**src/rtl/lsu_seq_pkg.sv**
```systemverilog
// Shared defines for the load/store sequencer: memory size codes, FSM states
// and size-decode helpers used by the top and the load extender.
package lsu_seq_pkg;

  localparam int DEFAULT_XLEN = 64;

  // Size codes towards the data memory; a doubleword store reuses MEM_LD.
  localparam logic [2:0] MEM_LB = 3'd0;
  localparam logic [2:0] MEM_LH = 3'd1;
  localparam logic [2:0] MEM_LW = 3'd2;
  localparam logic [2:0] MEM_LD = 3'd3;
  localparam logic [2:0] MEM_SB = 3'd4;
  localparam logic [2:0] MEM_SH = 3'd5;
  localparam logic [2:0] MEM_SW = 3'd6;

  typedef enum logic [1:0] {
    IDLE,
    ACCESS,
    SPLIT,
    RESP
  } lsu_state_e;

  // log2 of the access size in bytes
  typedef enum logic [1:0] {
    SZ_B = 2'd0,
    SZ_H = 2'd1,
    SZ_W = 2'd2,
    SZ_D = 2'd3
  } size_e;

  function automatic size_e op_size(input logic [2:0] op);
    case (op)
      MEM_LB, MEM_SB: return SZ_B;
      MEM_LH, MEM_SH: return SZ_H;
      MEM_LW, MEM_SW: return SZ_W;
      default:        return SZ_D;
    endcase
  endfunction

  function automatic logic [3:0] size_bytes(input size_e s);
    return 4'd1 << s;
  endfunction

  function automatic logic [2:0] align_mask(input size_e s);
    return 3'(size_bytes(s) - 4'd1);
  endfunction

endpackage

```
**src/rtl/lsu_load_ext.sv**
```systemverilog
// Sign-extends the low 1/2/4/8 bytes of a load value to the full datapath width.
module lsu_load_ext
  import lsu_seq_pkg::*;
#(
  parameter int XLEN = DEFAULT_XLEN
) (
  input  logic [XLEN-1:0] data,
  input  size_e           size,
  output logic [XLEN-1:0] result
);

  int unsigned                shamt;
  logic signed [XLEN-1:0]     shifted;

  // Move the sign bit to the MSB, then shift back arithmetically.
  always_comb begin
    shamt   = XLEN - (32'd8 << size);
    shifted = data << shamt;
    result  = shifted >>> shamt;
  end

endmodule

```
**src/rtl/lsu_seq.sv**
```systemverilog
// Load/store sequencer: issues aligned accesses in one cycle and either splits
// misaligned ones into byte accesses or rejects them with resp_err.
module lsu_seq
  import lsu_seq_pkg::*;
#(
  parameter int SPLIT_MISALIGNED = 1,
  parameter int XLEN             = DEFAULT_XLEN
) (
  input  logic            clk,
  input  logic            rst,
  input  logic            req_valid,
  output logic            req_ready,
  input  logic            req_we,
  input  logic [2:0]      req_op,
  input  logic [XLEN-1:0] req_addr,
  input  logic [XLEN-1:0] req_wdata,
  output logic            resp_valid,
  input  logic            resp_ready,
  output logic [XLEN-1:0] resp_rdata,
  output logic            resp_err,
  output logic            mem_read,
  output logic            mem_write,
  output logic [2:0]      mem_op,
  output logic [XLEN-1:0] mem_addr,
  output logic [XLEN-1:0] mem_wdata,
  input  logic [XLEN-1:0] mem_rdata
);

  localparam bit SPLIT_EN = (SPLIT_MISALIGNED != 0);

  lsu_state_e      state, state_next;
  logic [2:0]      cnt;
  logic            we_q;
  logic [2:0]      op_q;
  logic [XLEN-1:0] addr_q;
  logic [XLEN-1:0] wdata_q;
  logic [XLEN-1:0] data_q;
  logic            err_q;

  size_e           size_req;
  size_e           size_q;
  logic            accept;
  logic            misaligned;
  logic            last_byte;
  logic [XLEN-1:0] split_addr;
  logic [7:0]      store_byte;
  logic [XLEN-1:0] assembled;
  logic [XLEN-1:0] extended;

  assign size_req   = op_size(req_op);
  assign size_q     = op_size(op_q);
  assign misaligned = (req_addr[2:0] & align_mask(size_req)) != 3'd0;
  assign accept     = req_valid && req_ready;
  assign last_byte  = ({1'b0, cnt} == (size_bytes(size_q) - 4'd1));
  assign split_addr = addr_q + XLEN'(cnt);
  assign store_byte = wdata_q[{cnt, 3'b000} +: 8];

  // Load value with the current byte dropped into lane cnt.
  always_comb begin
    assembled                       = data_q;
    assembled[{cnt, 3'b000} +: 8]   = mem_rdata[7:0];
  end

  lsu_load_ext #(
    .XLEN(XLEN)
  ) u_load_ext (
    .data  (assembled),
    .size  (size_q),
    .result(extended)
  );

  always_ff @(posedge clk) begin
    if (rst) begin
      state <= IDLE;
    end else begin
      state <= state_next;
    end
  end

  // Strobes and handshakes are masked while rst is high so an aborted
  // transaction produces no further memory traffic or response.
  always_comb begin
    state_next = state;
    req_ready  = 1'b0;
    resp_valid = 1'b0;
    mem_read   = 1'b0;
    mem_write  = 1'b0;
    mem_op     = MEM_LB;
    mem_addr   = '0;
    mem_wdata  = '0;
    case (state)
      IDLE: begin
        req_ready = !rst;
        if (req_valid && !rst) begin
          if (!misaligned) begin
            state_next = ACCESS;
          end else if (SPLIT_EN) begin
            state_next = SPLIT;
          end else begin
            state_next = RESP;
          end
        end
      end
      ACCESS: begin
        mem_read   = !we_q && !rst;
        mem_write  = we_q && !rst;
        mem_op     = op_q;
        mem_addr   = addr_q;
        mem_wdata  = wdata_q;
        state_next = RESP;
      end
      SPLIT: begin
        mem_read  = !we_q && !rst;
        mem_write = we_q && !rst;
        mem_op    = we_q ? MEM_SB : MEM_LB;
        mem_addr  = split_addr;
        mem_wdata = XLEN'(store_byte);
        if (last_byte) begin
          state_next = RESP;
        end
      end
      RESP: begin
        resp_valid = !rst;
        if (resp_ready) begin
          state_next = IDLE;
        end
      end
      default: state_next = IDLE;
    endcase
  end

  // Request latch, byte counter and response data.
  always_ff @(posedge clk) begin
    if (rst) begin
      cnt     <= 3'd0;
      we_q    <= 1'b0;
      op_q    <= MEM_LB;
      addr_q  <= '0;
      wdata_q <= '0;
      data_q  <= '0;
      err_q   <= 1'b0;
    end else begin
      case (state)
        IDLE: begin
          if (accept) begin
            we_q    <= req_we;
            op_q    <= req_op;
            addr_q  <= req_addr;
            wdata_q <= req_wdata;
            data_q  <= '0;
            cnt     <= 3'd0;
            err_q   <= misaligned && !SPLIT_EN;
          end
        end
        ACCESS: begin
          if (!we_q) begin
            data_q <= mem_rdata;
          end
        end
        SPLIT: begin
          cnt <= cnt + 3'd1;
          if (!we_q) begin
            data_q <= last_byte ? extended : assembled;
          end
        end
        RESP: begin
          if (resp_ready) begin
            err_q <= 1'b0;
          end
        end
        default: ;
      endcase
    end
  end

  assign resp_rdata = data_q;
  assign resp_err   = err_q;

endmodule

```
**config.mk**
```make
export PLATFORM = sky130hd
export DESIGN_NAME = lsu_seq
export DESIGN_NICKNAME = d
export VERILOG_FILES = /design/src/rtl/lsu_seq_pkg.sv /design/src/rtl/lsu_load_ext.sv /design/src/rtl/lsu_seq.sv
export SDC_FILE = /design/constraint.sdc
export NUM_CORES = 1
export LEC_CHECK = 0
export ABC_AREA = 1
export CORE_ASPECT_RATIO = 1.75
export CORE_MARGIN = 3
export CORE_UTILIZATION = 50
export CTS_CLUSTER_SIZE = 16
export DETAILED_ROUTE_END_ITERATION = 7
export GPL_ROUTABILITY_DRIVEN = 0
export HOLD_SLACK_MARGIN = 0.06
export PLACE_DENSITY = 0.89
export SKIP_CTS_REPAIR_TIMING = 1
export SLEW_MARGIN = 20
export SYNTH_ARGS = -nofsm -noshare
export SYNTH_HDL_FRONTEND = slang
export SYNTH_SLANG_ARGS = --single-unit
```
**constraint.sdc**
```tcl
create_clock -name clk -period 9.2 [get_ports clk]
set_clock_uncertainty 0.05 [all_clocks]
set_input_delay 1.84 -clock clk [delete_from_list [all_inputs] [get_ports clk]]
set_output_delay 1.84 -clock clk [all_outputs]
set_load 0.02 [all_outputs]
```
==> reports/results.txt, run 1 <==
status: complete, but fails checks
violated checks: design-rule violations
worst stage delay on the critical path: 1000 ps
Crit-path slowest cell: dfxtp_1
Final Util: 0.680
clk sinks: 201
final hold violations: 0
Setup crit start: cnt[2]
Root Buffer: clkbuf_16
Die Y: 227 um
Setup CP Type: reg -> out
num ports: 400
Die X: 132 um
hpwl dp: 46,000 um
Hold WS: 422 ps
Worst setup SP type: flip-flop
initial drt markers: 2,917
final setup TNS: 0 ps
DRC viols: 2
die area: 29,900 um2
top-area cell type share of the netlist area: 0.289
nets@finish: 2,847
Initial Util: 0.509
Mapped Area: 13,900 um2
vias in the first global route: 17,700
pin count of the biggest net entering global routing: 104
Worst Path Arrival: 4440 ps
asr flop ratio synth: 0
sequential area share after synthesis: 0.289
Final Slew Violations: 0
FF-to-FF setup slack: 4400 ps
PD cells: 215 nW/um2
area grow syn2layout: 33.5%
RSZ-0062 raised after global routing: no
Top Family by Delay on Critical Path: simple AND/OR/NAND/NOR gates
P_leak: 6.58 nW
global-route wire length before repair: 95,900 um
clock buffer count from CTS: 21
initial antenna violation count: 3
hold crit path type: reg -> reg
largest area contributor in the netlist: dfxtp_1
layout cells sized above 1: 0.0423
reg2reg start: cnt[2]
WL final: 63,300 um
Longest Clk Path Bufs: 3
Hold EP: wdata_q[36]
FMAX: 158 MHz
Worst slew margin: 0.305
Syn. warnings: 0
R2R depth: 13
number of buffers added on ports: 398
Skew-Pair Late Insertion Delay: 520 ps
DP Cell Count: 2,978
post-synth cell types: 52
cell count after synthesis: 2,346
syn_area_per_cell: 5.93 um2
final worst path period need: 6330 ps
min-delay src: wdata_q[36]
Max-cap violations: 0
DR vias/cell: 6.16
Final Setup Violations: 0
Non-Filler Instances: 3,019
Worst-Margin Slew: 1040 ps
total power: 3.99 mW
Req. time, crit path: 7310 ps
Final Cycle Share: 0.688
hold path cells: 2
post-synth net total: 2,561
top cells by area, synth: dfxtp_1 29%, nand2_1 16%, a21oi_1 11%
Core Footprint: 27,300 um2
Routed Antenna Nets: 0
CTS tree: yes
drt first pass iters: 8
FF-to-FF End: resp_rdata[52]
drt wl/cell: 21.0 um
Max FO, Critical Path: 20
worst vdd ir: 0.144 mV
prevailing post-synth register cell: dfxtp_1
synth cell count leaders: 607 x nand2_1, 305 x a21oi_1, 244 x o21ai_0
gr usage total: 0.402
Clock transition at path regs: 60 ps
Vias: 18,600
num rows: 80
GR Overflow Total: 0
most common cell in the netlist: nand2_1
H-tree levels: 1
Buf/Inv on CP: 4
number of synthesized register bits: 201
critical path, cell by cell: ha_1 > a21oi_1 > nand2_2 > inv_1 > nor2_2 > inv_1 > nor2_1 > inv_2 > nor2_1 > nand2_1 > nand2_1 > nand3_1 > a21oi_1 > clkdlybuf4s50_1
Post-synth EDFFs: 0
CP Capture Type: output pin
[layer usage]
| metal | routed length [um] | up-vias | track usage |
|---|---|---|---|
| met5 | 0 | - | 0 |
| met4 | 6630 | 0 | 0.341 |
| met3 | 6950 | 436 | 0.0782 |
| met2 | 29800 | 1539 | 0.688 |
| met1 | 19900 | 8219 | 0.423 |
| li1 | - | 8401 | - |
[how the worst max path moves through the flow]
stage / to / slack (ps) / cells after the start
floorplan: mem_write / 4600 / 5
global placement: mem_write / 3200 / 6
detailed placement: mem_write / 3150 / 6
CTS: mem_addr[62] / 3050 / 12
global route: mem_addr[29] / 2560 / 12
finish: mem_addr[57] / 2870 / 14
[layout make-up]
cell class / instances / area [um2]
repair buffers: 415 / 4110
diodes: 4 / 10.0
clock buffers: 30 / 609
flip-flops and latches: 201 / 4030
well taps: 369 / 462
multi-input cells: 1760 / 8420
clock inverters: 7 / 66.3
inverters: 233 / 881
fillers: 2327 / 8740
[power breakdown]
part,total [mW],internal (mW),switching [mW]
Clock,0.868,0.489,0.379
Combinational,1.96,0.583,1.38
Sequential,1.17,1.02,0.149
[cells by family after synthesis]
| kind of cell | count (synthesis) | synth area share |
|---|---|---|
| mux | 2 | 0.00144 |
| flops | 201 | 0.289 |
| other cells | 1 | 0.000269 |
| compound gates | 656 | 0.251 |
| xor+xnor | 1 | 0.000629 |
| buf+inv | 385 | 0.108 |
| fa+ha+maj | 15 | 0.0140 |
| simple gates | 1085 | 0.336 |
[state kept, by name (all words and copies together), names as in the netlist]
register / count
we_q: 1
addr_q: 64
resp_rdata: 64
wdata_q: 64
state: 2
cnt: 3
op_q: 3
[worst reg2reg max path: cells and delay by family, from the launching register on]
kind | cells | cell delay (ps)
AOI/OAI and AO/OA | 4 | 580
DFF | 1 | 1000
adders and majority gates | 1 | 520
buffers and inverters | 2 | 940
and+or+nand+nor | 6 | 1650
[through the flow]
stage,area (um2),setup slack [ps]
3_3_place_gp,17900,3200
5_1_grt,18600,2560
4_1_cts,18600,3050
6_report,18600,2870
2_1_floorplan,13900,4600
3_5_place_dp,17900,3150
[cell usage in the layout, fill, tap and decap left out, drive strengths merged, types with 3 or more instances in the layout]
cell             n
buf             18
o211ai           7
clkinv           7
diode            4
o21ai          284
inv            231
nand3          153
nor3           109
a221oi           9
nand4           35
o21a             3
o311ai           8
a31oi            5
a211oi           3
nor4            10
clkbuf          30
nor2           148
ha              14
nand2          618
o31ai            7
a21oi          309
or2              9
o22ai            7
clkdlybuf4s50  397
dfxtp          201
a22o            11
Note: power is estimated with default switching activity, not from simulation.
==> inputs of run 2 (changes only) <==
- CORE_UTILIZATION: 50 -> 44
- PLACE_DENSITY: 0.89 -> 0.84
- clock period: 9.2 -> 5.4 ns (I/O delays scaled with it)
==> run 2 against run 1 <==
  * The run still ends with design-rule violations left
  * Via count fell by 0.61%
  * Total power rose by 74%
  * Combinational power rose by 71%
  * First-iteration DRC count fell by 24%
  * Die area rose by 13%
  * Hold slack got worse by 0.86 ps
  * Register-to-register slack got worse by 3300 ps
  * Sequential share of layout area fell by 0.20 points
  * Count of clock-buffer cells in the layout rose by 1
  * Critical endpoint is now mem_addr[29]
  * Largest power group unchanged
  * Highest routed layer unchanged
==> reports/results.txt, run 2 (same netlist as run 1, synthesis figures left out) <==
Routed Antenna Nets: 0
Req. time, crit path: 4270 ps
violated checks: design-rule violations
Initial Util: 0.450
Clock transition at path regs: 60 ps
layout cells sized above 1: 0.0445
worst stage delay on the critical path: 650 ps
Worst setup SP type: flip-flop
area of placed instances: 18,000 um2
Die Y: 241 um
Max-cap violations: 0
Worst slew margin: 0.331
P_leak: 6.65 nW
Buf/Inv on CP: 3
CP Capture Type: output pin
CP Depth: 12
number of buffers added on ports: 398
Clk pwr share: 0.234
gr usage total: 0.359
initial drt markers: 2,227
critical path, cell by cell: ha_1 > a21oi_1 > nand2_2 > nand2_1 > nor2_1 > inv_1 > nor2_1 > nand2_1 > inv_1 > o21ai_0 > a21oi_1 > clkdlybuf4s50_1
Setup CP Type: reg -> out
Hold WS: 421 ps
Root Buffer: clkbuf_16
Worst-Margin Slew: 993 ps
Longest Clk Path Bufs: 3
global-route wire length before repair: 96,300 um
total power: 6.96 mW
Core Footprint: 30,900 um2
multi-input logic area: 8420 um2
Skew-Pair Late Insertion Delay: 530 ps
design area: 18,800 um2
initial antenna violation count: 4
hpwl dp: 47,000 um
Psw: 3.25 mW
final setup TNS: 0 ps
Net Sw Frac: 0.466
Final Util: 0.606
Flop pwr share: 0.284
nets@finish: 2,852
Pint: 3.72 mW
Die X: 140 um
drt first pass iters: 8
commonest non-fill, non-tap cell in the layout: nand2_1
num ports: 400
R2R depth: 15
FMAX: 194 MHz
final hold violations: 0
vias in the first global route: 17,300
combinational power share: 0.481
Final Slew Violations: 0
most frequent cells in the layout: 606 x nand2_1, 397 x clkdlybuf4s50_1, 305 x a21oi_1, 244 x o21ai_0, 214 x inv_1
worst vdd ir: 0.306 mV
WL final: 64,700 um
Vias: 18,500
RSZ-0062 raised after global routing: no
# fillers: 2,864
clk sinks: 201
PD cells: 371 nW/um2
pin count of the biggest net entering global routing: 246
CTS tree: yes
final worst path period need: 5160 ps
GR Overflow Total: 0
num rows: 85
Final Setup Violations: 0
area grow syn2layout: 34.8%
hold crit path type: reg -> reg
Crit-path slowest cell: clkdlybuf4s50_1
DRC viols: 11
hold path cells: 2
H-tree levels: 1
Register Area: 4030 um2
Final Cycle Share: 0.955
Top Family by Delay on Critical Path: simple AND/OR/NAND/NOR gates
die area: 33,900 um2
DR vias/cell: 6.07
status: complete, but fails checks
Max FO, Critical Path: 6
drt wl/cell: 21.3 um
clock buffer count from CTS: 22
Worst Path Arrival: 4030 ps
==> run 2: metal layers <==
| metal | share of wire | global-route usage | wire length (um) |
|---|---|---|---|
| met5 | 0 | 0 | 0 |
| met4 | 0.10 | 0.299 | 6670 |
| met3 | 0.11 | 0.0604 | 7210 |
| met2 | 0.47 | 0.604 | 30100 |
| met1 | 0.32 | 0.393 | 20700 |
==> run 2: stage by stage <==
stage	cells	setup WS, ps
finish	3046	244
global route	3046	11.6
CTS	3043	591
detailed placement	3004	1180
global placement	3004	1270
floorplan	2346	2070
==> run 2: worst register-to-register path: stages, from the launching register on <==
cell and delay [ps]:
dfxtp_2 330, buf_4 520, inv_4 320, ha_1 340, ha_1 430, inv_1 120, nand3_1 480, inv_1 290
o21ai_0 290, nand2_1 100, o21ai_0 160, o21ai_0 130, o21ai_0 340, nand2_1 90, nand2_1 70, a21oi_1 80
==> run 2: path summary, 6_finish.rpt <==
path / to / start / slack, ps
setup / recovery: mem_addr[29] / addr_q[2] / 240
hold / removal: wdata_q[34] / wdata_q[34] / 420
setup reg to reg: resp_rdata[25] / cnt[0] / 1140
hold reg to reg: wdata_q[34] / wdata_q[34] / 420
==> run 2: power by group through the flow <==
stage | Sequential [mW] | Combinational, mW | Clock (mW)
after CTS | 1.96 | 3.24 | 1.65
final | 1.98 | 3.35 | 1.63
after global routing | 2.00 | 3.60 | 1.70
after global placement | 1.98 | 3.16 | 0
after floorplan | 1.97 | 2.14 | 0
after detailed placement | 1.99 | 3.23 | 0
==> run 2: layout make-up <==
class | instances | share of cell area
multi-input cells | 1760 | 0.449
clock inverters | 8 | 0.00734
well taps | 391 | 0.0261
diodes | 3 | 0.000400
inverters | 233 | 0.0470
clock buffers | 31 | 0.0338
flip-flops and latches | 201 | 0.215
repair buffers | 419 | 0.222
